<file path="config.mk">
export PLATFORM = sky130hd
export DESIGN_NAME = lr1_preimage_search
export DESIGN_NICKNAME = d
export VERILOG_FILES = /design/src/rtl/lr1_preimage_search.sv
export SDC_FILE = /design/constraint.sdc
export NUM_CORES = 1
export LEC_CHECK = 0
export CAP_MARGIN = 20
export CORE_MARGIN = 1.5
export CORE_UTILIZATION = 59
export CTS_BUF_LIST = sky130_fd_sc_hd__clkbuf_8
export DETAILED_ROUTE_END_ITERATION = 10
export GPL_TIMING_DRIVEN = 0
export PLACE_DENSITY = 0.85
export SYNTH_ARGS = -nofsm -noshare
export SYNTH_HDL_FRONTEND = slang
export SYNTH_SLANG_ARGS = --single-unit
</file>
<file path="constraint.sdc">
create_clock -name CLK -period 7 [get_ports CLK]
set_clock_uncertainty 0.15 [all_clocks]
set_input_delay 1.4 -clock CLK [delete_from_list [all_inputs] [get_ports CLK]]
set_output_delay 1.4 -clock CLK [all_outputs]
set_load 0.005 [all_outputs]
</file>
<file path="src/rtl/lr1_preimage_search.sv">
// ============================================================================
// Module   : lr1_preimage_search
// Purpose  : Finds every 4-bit preimage X of a target Y under a fixed,
//            non-bijective 4-bit substitution F. After START is accepted the
//            block scans all 16 candidates in ascending order, one per cycle.
//            It pulses X_VALID for each match and pulses DONE exactly 16
//            cycles after acceptance.
// Ports    : CLK      - clock, rising edge
//            RST      - asynchronous active-high reset
//            START    - search request (ignored while BUSY)
//            Y        - target value, latched when START is accepted
//            BUSY     - search in progress
//            X        - most recently found preimage
//            X_VALID  - one-cycle pulse per preimage found
//            COUNT    - preimages found in the current/last search (0..16)
//            FOUND    - last search found at least one preimage
//            DONE     - one-cycle pulse at end of search
// Revision : 1.0 - initial release
// ============================================================================
`default_nettype none

module lr1_preimage_search (
  input  logic       CLK,
  input  logic       RST,
  input  logic       START,
  input  logic [3:0] Y,
  output logic       BUSY,
  output logic [3:0] X,
  output logic       X_VALID,
  output logic [4:0] COUNT,
  output logic       FOUND,
  output logic       DONE
);

  typedef enum logic [0:0] {
    IDLE = 1'b0,
    SCAN = 1'b1
  } state_t;

  // Forward substitution F, indexed by the candidate value.
  function automatic logic [3:0] sbox(input logic [3:0] v);
    case (v)
      4'h0: sbox = 4'hA;  4'h1: sbox = 4'h7;  4'h2: sbox = 4'h1;  4'h3: sbox = 4'hD;
      4'h4: sbox = 4'h3;  4'h5: sbox = 4'h7;  4'h6: sbox = 4'hC;  4'h7: sbox = 4'h3;
      4'h8: sbox = 4'h5;  4'h9: sbox = 4'hB;  4'hA: sbox = 4'hF;  4'hB: sbox = 4'h5;
      4'hC: sbox = 4'h9;  4'hD: sbox = 4'h8;  4'hE: sbox = 4'hE;  default: sbox = 4'h7;
    endcase
  endfunction

  state_t     state, state_nx;
  logic [3:0] target, target_nx;
  logic [3:0] cand, cand_nx;
  logic [3:0] x_nx;
  logic       x_valid_nx;
  logic [4:0] count_nx;
  logic       found_nx;
  logic       busy_nx;
  logic       done_nx;
  logic       hit;
  logic [4:0] count_inc;

  // Candidate comparison and the count value including this candidate's hit.
  assign hit       = (sbox(cand) == target);
  assign count_inc = COUNT + {4'd0, hit};

  always_comb begin
    // Everything holds by default; the two pulses fall back to zero.
    state_nx   = state;
    target_nx  = target;
    cand_nx    = cand;
    x_nx       = X;
    x_valid_nx = 1'b0;
    count_nx   = COUNT;
    found_nx   = FOUND;
    busy_nx    = BUSY;
    done_nx    = 1'b0;

    case (state)
      IDLE: begin
        if (START) begin
          target_nx = Y;
          cand_nx   = 4'd0;
          count_nx  = 5'd0;
          found_nx  = 1'b0;
          busy_nx   = 1'b1;
          state_nx  = SCAN;
        end
      end
      SCAN: begin
        if (hit) begin
          x_nx       = cand;
          x_valid_nx = 1'b1;
          count_nx   = count_inc;
        end
        // Candidate 15 is always the last one; the counter never wraps,
        // so every search takes exactly 16 cycles.
        if (cand == 4'hF) begin
          state_nx = IDLE;
          busy_nx  = 1'b0;
          done_nx  = 1'b1;
          found_nx = (count_inc != 5'd0);
        end else begin
          cand_nx = cand + 4'd1;
        end
      end
      default: state_nx = IDLE;
    endcase
  end

  always_ff @(posedge CLK or posedge RST) begin
    if (RST) begin
      state   <= IDLE;
      target  <= 4'd0;
      cand    <= 4'd0;
      X       <= 4'd0;
      X_VALID <= 1'b0;
      COUNT   <= 5'd0;
      FOUND   <= 1'b0;
      BUSY    <= 1'b0;
      DONE    <= 1'b0;
    end else begin
      state   <= state_nx;
      target  <= target_nx;
      cand    <= cand_nx;
      X       <= x_nx;
      X_VALID <= x_valid_nx;
      COUNT   <= count_nx;
      FOUND   <= found_nx;
      BUSY    <= busy_nx;
      DONE    <= done_nx;
    end
  end

endmodule

`default_nettype wire

</file>
* Word-level counts from Yosys, hierarchy flattened
Memory sizes are Yosys's and may differ from the RTL's.
Cells that the tools add are included.
** Operators by class
- Add/sub/neg operators :: 2
- Equality and inequality tests :: 6
- Multiplexer cells :: 19
- Bitwise logic cells :: 1
- Reduce and logical (&&, ||, !) cells :: 6
** Operators with widths (number)
- 2-to-1 mux 1 bit :: 10
- 2-to-1 mux 5 bit :: 2
- case mux 5 bit (2 select lines) :: 1
- AND reduction 2 bit :: 5
- 2-to-1 mux 4 bit :: 2
- case mux 4 bit (2 select lines) :: 1
- case mux 1 bit (2 select lines) :: 3
- adder 5 x 1 -> 5 bit :: 1
- nonzero test 5 bit :: 1
- adder 4 x 1 -> 4 bit, second input constant :: 1
- equality test 4 bit :: 1
- equality test 4 bit, second input constant :: 1
- != test 2 x 1 -> 1 bit, second input constant :: 2
- != test 2 bit, second input constant :: 2
- inverter 1 bit :: 1
** Word-level totals
- Register bits :: 22
- ROM bits :: 64
- Input bits :: 7
- Output and inout bits :: 13
- Logic and storage cells :: 44
- Memories kept :: 1
** Memory list
- (no name shown) :: words 16, bits a word 4, rd ports 1, clocked after Yosys merged registers in 0, write ports 0, RTL line 42 : case (v)

* Longest topological paths before layout
Gate-level depths: netlist of the first run.
An unclocked memory read counts as a cell.
- Depth in word-level cells :: 6
- Depth in mapped cells :: 14
- Gate-level depth less buffers :: 14

* Worst setup path after synthesis of the first run
Ideal clock, no wire load.
- Kind :: reg2reg
- Start point :: reg cand[0]
- End point :: reg COUNT[2]
- Setup time :: 0.087 ns
- Arrival :: 2.692 ns
- Setup slack :: 4.071 ns
- Cell stages (with the launch flop) :: 13
- Clock period less this slack :: 2.929 ns
- Cells stage by stage :: dfrtp_1 > inv_1 > ha_1 > mux2_1 > a22oi_1 > xnor2_1 > nand2_2 > nor3_1 > ha_1 > ha_1 > nand3b_1 > or4_1 > o211ai_1
** Between the ends
- Word-level cells in the longest chain between the ends :: 5
** Ends and longest elaborated chain
- start, declared :: RTL line 52 : logic [3:0] cand, cand_nx;
- start signal, assigned :: RTL line 124 : cand <= cand_nx;
- memory (16 x 4 bit) *
- equality test 4 bit * :: RTL line 63 : assign hit = (sbox(cand) == target);
- adder 5 x 1 -> 5 bit :: RTL line 64 : assign count_inc = COUNT + {4'd0, hit};
- 2-to-1 mux 5 bit :: RTL line 90 : if (hit) begin
- case mux 5 bit (2 select lines) :: RTL line 78 : case (state)
- end signal, assigned :: RTL line 127 : COUNT <= count_nx;
- end, declared :: RTL line 30 : output logic [4:0] COUNT,
Mark *: on every way between the ends. The rest lies on a longest branch, timed or not. The select of a mux whose other input is x is not followed.
A chain may end at the register's enable or synchronous reset.

* Final worst setup path of the first run
Ends and elaborated chain as after synthesis.

==> run summary, run 1 <==
Setup_tns = 0 ns
Vias = 1000
MaxCap Viol Count = 0
Final critical-path required period = 3.34 ns
Maximum VDD drop = 0.000428 V
Worst EP arrival = 3.38 ns
Final setup viols = 0
WHS = 0.371 ns
Yosys cell types = 37
TritonCTS clock tree = done
Final Non-Filler Cells = 169
Die height = 49.4 um
Sw power = 0.000316 W
Post-synth top flop = dfrtp_1
Hpwl dp = 1800 um
Later-pin clock latency in the skew report = 0.27 ns
Clock Tree Buf Depth = 2
Die footprint = 0.00244 mm^2
Met2 Use GR = 0.426
# H-tree levels = 1
Critical path class = flip-flop to flip-flop
CP Max Fanout = 8
Row cnt = 16
Gate Count Post-Synth = 119
Inst Count DP = 165
Clock root cell = clkbuf_8
Total CTS buffers = 3
Initial Util = 0.635
Initial antenna violation count = 0
Grt met3 use = 0.0215
Async S/R FF share, synth = 1.00
Layout cells sized above 1 = 0.162
M1 GR Usage = 0.290
Seq/Total Area, Yosys = 0.433
Mapped Area = 0.00127 mm^2
Sink Count = 22
Outcome = completed
Hold-fix buffers at CTS = 0
Tot Pwr = 0.000770 W
Total setup buffers inserted after CTS = 0
Fmax = 0.299 GHz
Crit path launch type = flip-flop
# diodes = 0
Yosys warning count = 0
Reg power frac = 0.285
Gr ovfl total = 0
Slew @ Worst Pin = 0.807 ns
DR pass1 iterations = 4
Area Overhead vs Synth = 23.2%
Worst Setup End Kind = flip-flop
Io pins = 20
Fin crit share = 0.477
Vias/cell = 5.92
Clock power share = 0.154
Max_slew headroom = 0.458
First-pass GRT wire length = 4400 um
Routed WL per cell = 15.0 um
Syn_area_per_cell = 10.7 um^2
Post-Syn Nets = 133
DRT Wirelength = 2530 um
Synth Register Bits = 22
Logic pwr share = 0.561
Post-route DRC = 0
I/O Buffers = 19
Pwr dens = 491 mW/mm^2
Fin nets = 157
Worst-path clk slew = 0.08 ns
RSZ-0062 raised after global routing = false
DRT iter0 DRCs = 29
Post-CTS Resized = 0
Fin. max-slew vios = 0
Switching share of power = 0.410
Largest net degree at the start of global routing = 23
Hold Path Class = flip-flop to flip-flop
Pleak = 0.682 nW
Final number of hold-violating endpoints = 0
Routability cong. = 0.837
Number of synthesized flops with an enable pin = 0
Total GRT Usage = 0.236
Top Usage Layer GRT = met2
Core area = 0.00200 mm^2
Number of global-route vias before repair = 1003
Final core occ = 0.783
Routed Antenna Nets = 0
Die X = 49.4 um
P_int = 0.000454 W
CP required = 7.04 ns
critical path, stage by stage, from the launching register on:
cell and delay, ns:
dfrtp_1 0.50, inv_1 0.13, ha_1 0.41, mux2_1 0.35
a22oi_1 0.25, xnor2_1 0.16, nand2_2 0.12, nor3_1 0.17
ha_1 0.20, ha_1 0.24, nand3b_1 0.09, or4_1 0.39
o211ai_1 0.10
metal layers:
layer	vias up	part of all wire
met4	0	0.025
met2	56	0.51
met3	10	0.077
met1	474	0.38
li1	460	-
met5	-	0
power groups by stage:
stage	Clock (W)	Sequential, W	Combinational (W)
after floorplan	0	0.000213	0.000314
final	0.000118	0.000220	0.000432
after CTS	0.000118	0.000219	0.000427
after global placement	0	0.000218	0.000395
after detailed placement	0	0.000221	0.000419
after global routing	0.000123	0.000227	0.000463
cell usage after synthesis, types with 2 or more instances:
cell	count	area (um^2)
mux2i_1	4	40.0
xnor2_1	2	17.5
o21ai_2	2	17.5
ha_1	7	87.6
mux2_4	4	60.1
nand2_1	12	45.0
mux2_2	4	45.0
xor2_1	6	52.6
a31oi_1	2	12.5
a21oi_1	3	15.0
nand3_1	8	40.0
inv_1	9	33.8
nor2_1	4	15.0
clkbuf_1	2	7.51
o21ai_1	2	10.0
nand2b_1	2	12.5
dfrtp_1	22	551
o21ai_0	5	25.0
flip-flops by register name, indices dropped and copies added, names as in the netlist:
register and cells:
COUNT 5, X 4, cand 4, target 4, BUSY 1, DONE 1
FOUND 1, X_VALID 1, state 1
worst paths after layout:
check	startpoint	endpoint	slack [ns]	depth (start not counted)
worst min register to register	X[0]	X[0]	0.37	1
worst max register to register	cand[0]	COUNT[2]	3.66	12
max in group asynchronous	RST	target[0]	4.77	2
worst min-delay path	X[0]	X[0]	0.37	1
worst max-delay path	cand[0]	COUNT[2]	3.66	12
min in group asynchronous	RST	DONE	1.43	2
logic make-up after synthesis:
logic type / count (synthesis) / share of synthesized area
buffers and inverters: 15 / 0.0561
AOI/OAI and AO/OA: 18 / 0.0906
xor gates and xnor gates: 9 / 0.0679
adders and majority gates: 7 / 0.0689
muxes: 14 / 0.141
DFF: 22 / 0.433
and+or+nand+nor: 34 / 0.143
per-stage QoR:
step                setup slack, ns  cell area (um^2)
CTS                            3.69              1570
floorplan                      4.07              1270
global placement               3.81              1500
finish                         3.66              1570
global route                   3.47              1570
detailed placement             3.75              1500
placed cells by master, fill, tap and decap left out, types with 3 or more instances in the layout:
cell type,instances
nor2_1,4
ha_1,7
o21ai_0,5
dfrtp_1,22
a21oi_1,3
xor2_1,6
clkbuf_8,3
nand3_1,8
inv_1,9
mux2_4,4
mux2_2,4
mux2i_1,4
nand2_1,12
clkdlybuf4s50_1,19
final cells by class:
class / instances / area [um^2]
Clock buffer: 3 / 41.3
Buffer: 5 / 31.3
Fill cell: 123 / 435
Timing Repair Buffer: 19 / 190
Inverter: 10 / 40.0
Tap cell: 27 / 33.8
Clock inverter: 1 / 30.0
Multi-Input combinational cell: 82 / 649
Sequential cell: 22 / 551
(Power assumes the default switching activity.)
==> run 2, diff against run 1 <==
- CORE_UTILIZATION: 59 -> 50
- PLACE_DENSITY: 0.85 -> 0.76
- clock period: 7 -> 2.9 ns (I/O delays scaled with it)
==> run summary, run 2 (synthesis gave the netlist of run 1 again) <==
Sink Count = 22
# H-tree levels = 1
Setup_tns = 0 ns
Clock Tree Buf Depth = 2
Slowest stage delay, CP = 0.49 ns
Worst-path clk slew = 0.08 ns
DR pass1 iterations = 4
DRT iter0 DRCs = 25
Hold Path Class = flip-flop to flip-flop
Slew @ Worst Pin = 0.817 ns
I/O Buffers = 19
Register Area = 553 um^2
Final critical-path required period = 2.83 ns
Most common cell after layout, fill and taps aside = dfrtp_1
WHS = 0.367 ns
Cell repeated most along the worst path = buf_4
Final Non-Filler Cells = 183
Area of the multi-input gates = 714 um^2
Hold-fix buffers at CTS = 0
HP Start = X[2]
Max_slew headroom = 0.455
Total GRT Usage = 0.206
R2R cell count = 10
Later-pin clock latency in the skew report = 0.26 ns
Fillers = 180
Routed Antenna Nets = 0
Cell depth of the worst setup path = 10
Bufs and invs on worst path = 4
Hold depth = 1
Number of global-route vias before repair = 867
Fin. max-slew vios = 0
DRT Wirelength = 2690 um
Inst Count DP = 168
MaxCap Viol Count = 0
Final setup viols = 0
Final number of hold-violating endpoints = 0
Fmax = 0.353 GHz
Routability cong. = 0.793
Crit path launch type = flip-flop
Layout cells sized above 1 = 0.320
Pre-CTS WS = -0.321 ns
Final worst setup slack = 0.0700 ns
Fin crit share = 0.976
CP Max Fanout = 6
Routed WL per cell = 14.7 um
Top Usage Layer GRT = met2
Reg2reg end = X[0]
TritonCTS clock tree = done
CP cell instances = inv_2 > ha_4 > mux4_2 > xnor2_2 > nand2_2 > buf_4 > buf_4 > nor4_4 > buf_4 > mux2_4
Met2 Use GR = 0.337
Row cnt = 18
Area Overhead vs Synth = 35.8%
R2R setup slack = 0.07 ns
First-pass GRT wire length = 4180 um
Initial Util = 0.523
Total CTS buffers = 3
M1 GR Usage = 0.265
Hpwl dp = 1730 um
Largest register FFs = 5
Worst path slowest cell = mux4_2
Top delay family on crit path = multiplexers
CP required = 2.90 ns
Die X = 53.4 um
Largest net degree at the start of global routing = 23
Die height = 53.4 um
Pleak = 0.737 nW
Post-route DRC = 0
Most frequent cells in the layout = 20 x dfrtp_1, 19 x clkdlybuf4s50_1, 12 x nand2_1, 11 x buf_4, 8 x nand3_1
Vias = 998
Worst EP arrival = 2.83 ns
Outcome = completed
Die footprint = 0.00285 mm^2
Critical path class = flip-flop to flip-flop
Io pins = 20
Fin nets = 168
Clock root cell = clkbuf_8
Grt met3 use = 0.0254
Vias/cell = 5.45
RR Startpoint = cand[1]
Initial antenna violation count = 0
# diodes = 0
Worst Setup End Kind = flip-flop
RSZ-0062 raised after global routing = true
Pwr dens = 1210 mW/mm^2
Hold path endpoint = X[2]
Maximum VDD drop = 0.000876 V
Most flop-heavy register = COUNT
Gr ovfl total = 0
Core area = 0.00243 mm^2
==> run 2: where the power goes <==
part           internal [W]  switching [W]  total [W]
logic              0.000665       0.000626    0.00129
clock network      0.000184      0.0000984   0.000283
registers          0.000424      0.0000964   0.000520
total               0.00127       0.000821    0.00209
==> run 2: per-layer routing <==
| metal | vias up | part of all wire |
|---|---|---|
| li1 | 480 | - |
| met1 | 491 | 0.46 |
| met2 | 22 | 0.49 |
| met3 | 5 | 0.034 |
| met4 | 0 | 0.016 |
| met5 | - | 0 |
==> run 2: stage by stage <==
stage          total power (W)  utilization  instance area, um^2
2_1_floorplan          0.00129            -                 1280
3_3_place_gp           0.00151        0.621                 1510
3_5_place_dp           0.00156        0.621                 1510
4_1_cts                0.00198        0.682                 1660
5_1_grt                0.00223        0.710                 1730
6_report               0.00209        0.710                 1730
==> run 2: layout make-up <==
class | count | share of cell area
multi-input combinational | 82 | 0.414
sequential | 22 | 0.320
timing repair buffer | 30 | 0.160
inverter | 10 | 0.0246
clock buffer | 3 | 0.0239
tap | 30 | 0.0217
buffer | 5 | 0.0181
clock inverter | 1 | 0.0174
==> run 2: how the worst max path moves through the flow <==
stage,startpoint,slack (ns),to
finish,cand[1],0.07,X[0]
global route,cand[1],-0.07,FOUND
CTS,cand[1],0.003,COUNT[2]
detailed placement,cand[0],-0.32,COUNT[2]
global placement,cand[0],-0.21,COUNT[2]
floorplan,cand[0],0.05,COUNT[2]
==> run 2: repair_timing <==
item / CTS / global route
buffers inserted: 6 / 5
resized for setup: 10 / 8
hold endpoints to repair: 0 / 0
endpoints found under the setup margin: 7 / 7
pin swaps: 4 / 9
==> run 2: worst reg2reg max path, cell delays in order, from the launching register on <==
cell,delay [ns]
dfrtp_2,0.44
inv_2,0.09
ha_4,0.22
mux4_2,0.49
xnor2_2,0.18
nand2_2,0.07
buf_4,0.13
buf_4,0.14
nor4_4,0.30
buf_4,0.21
mux2_4,0.30
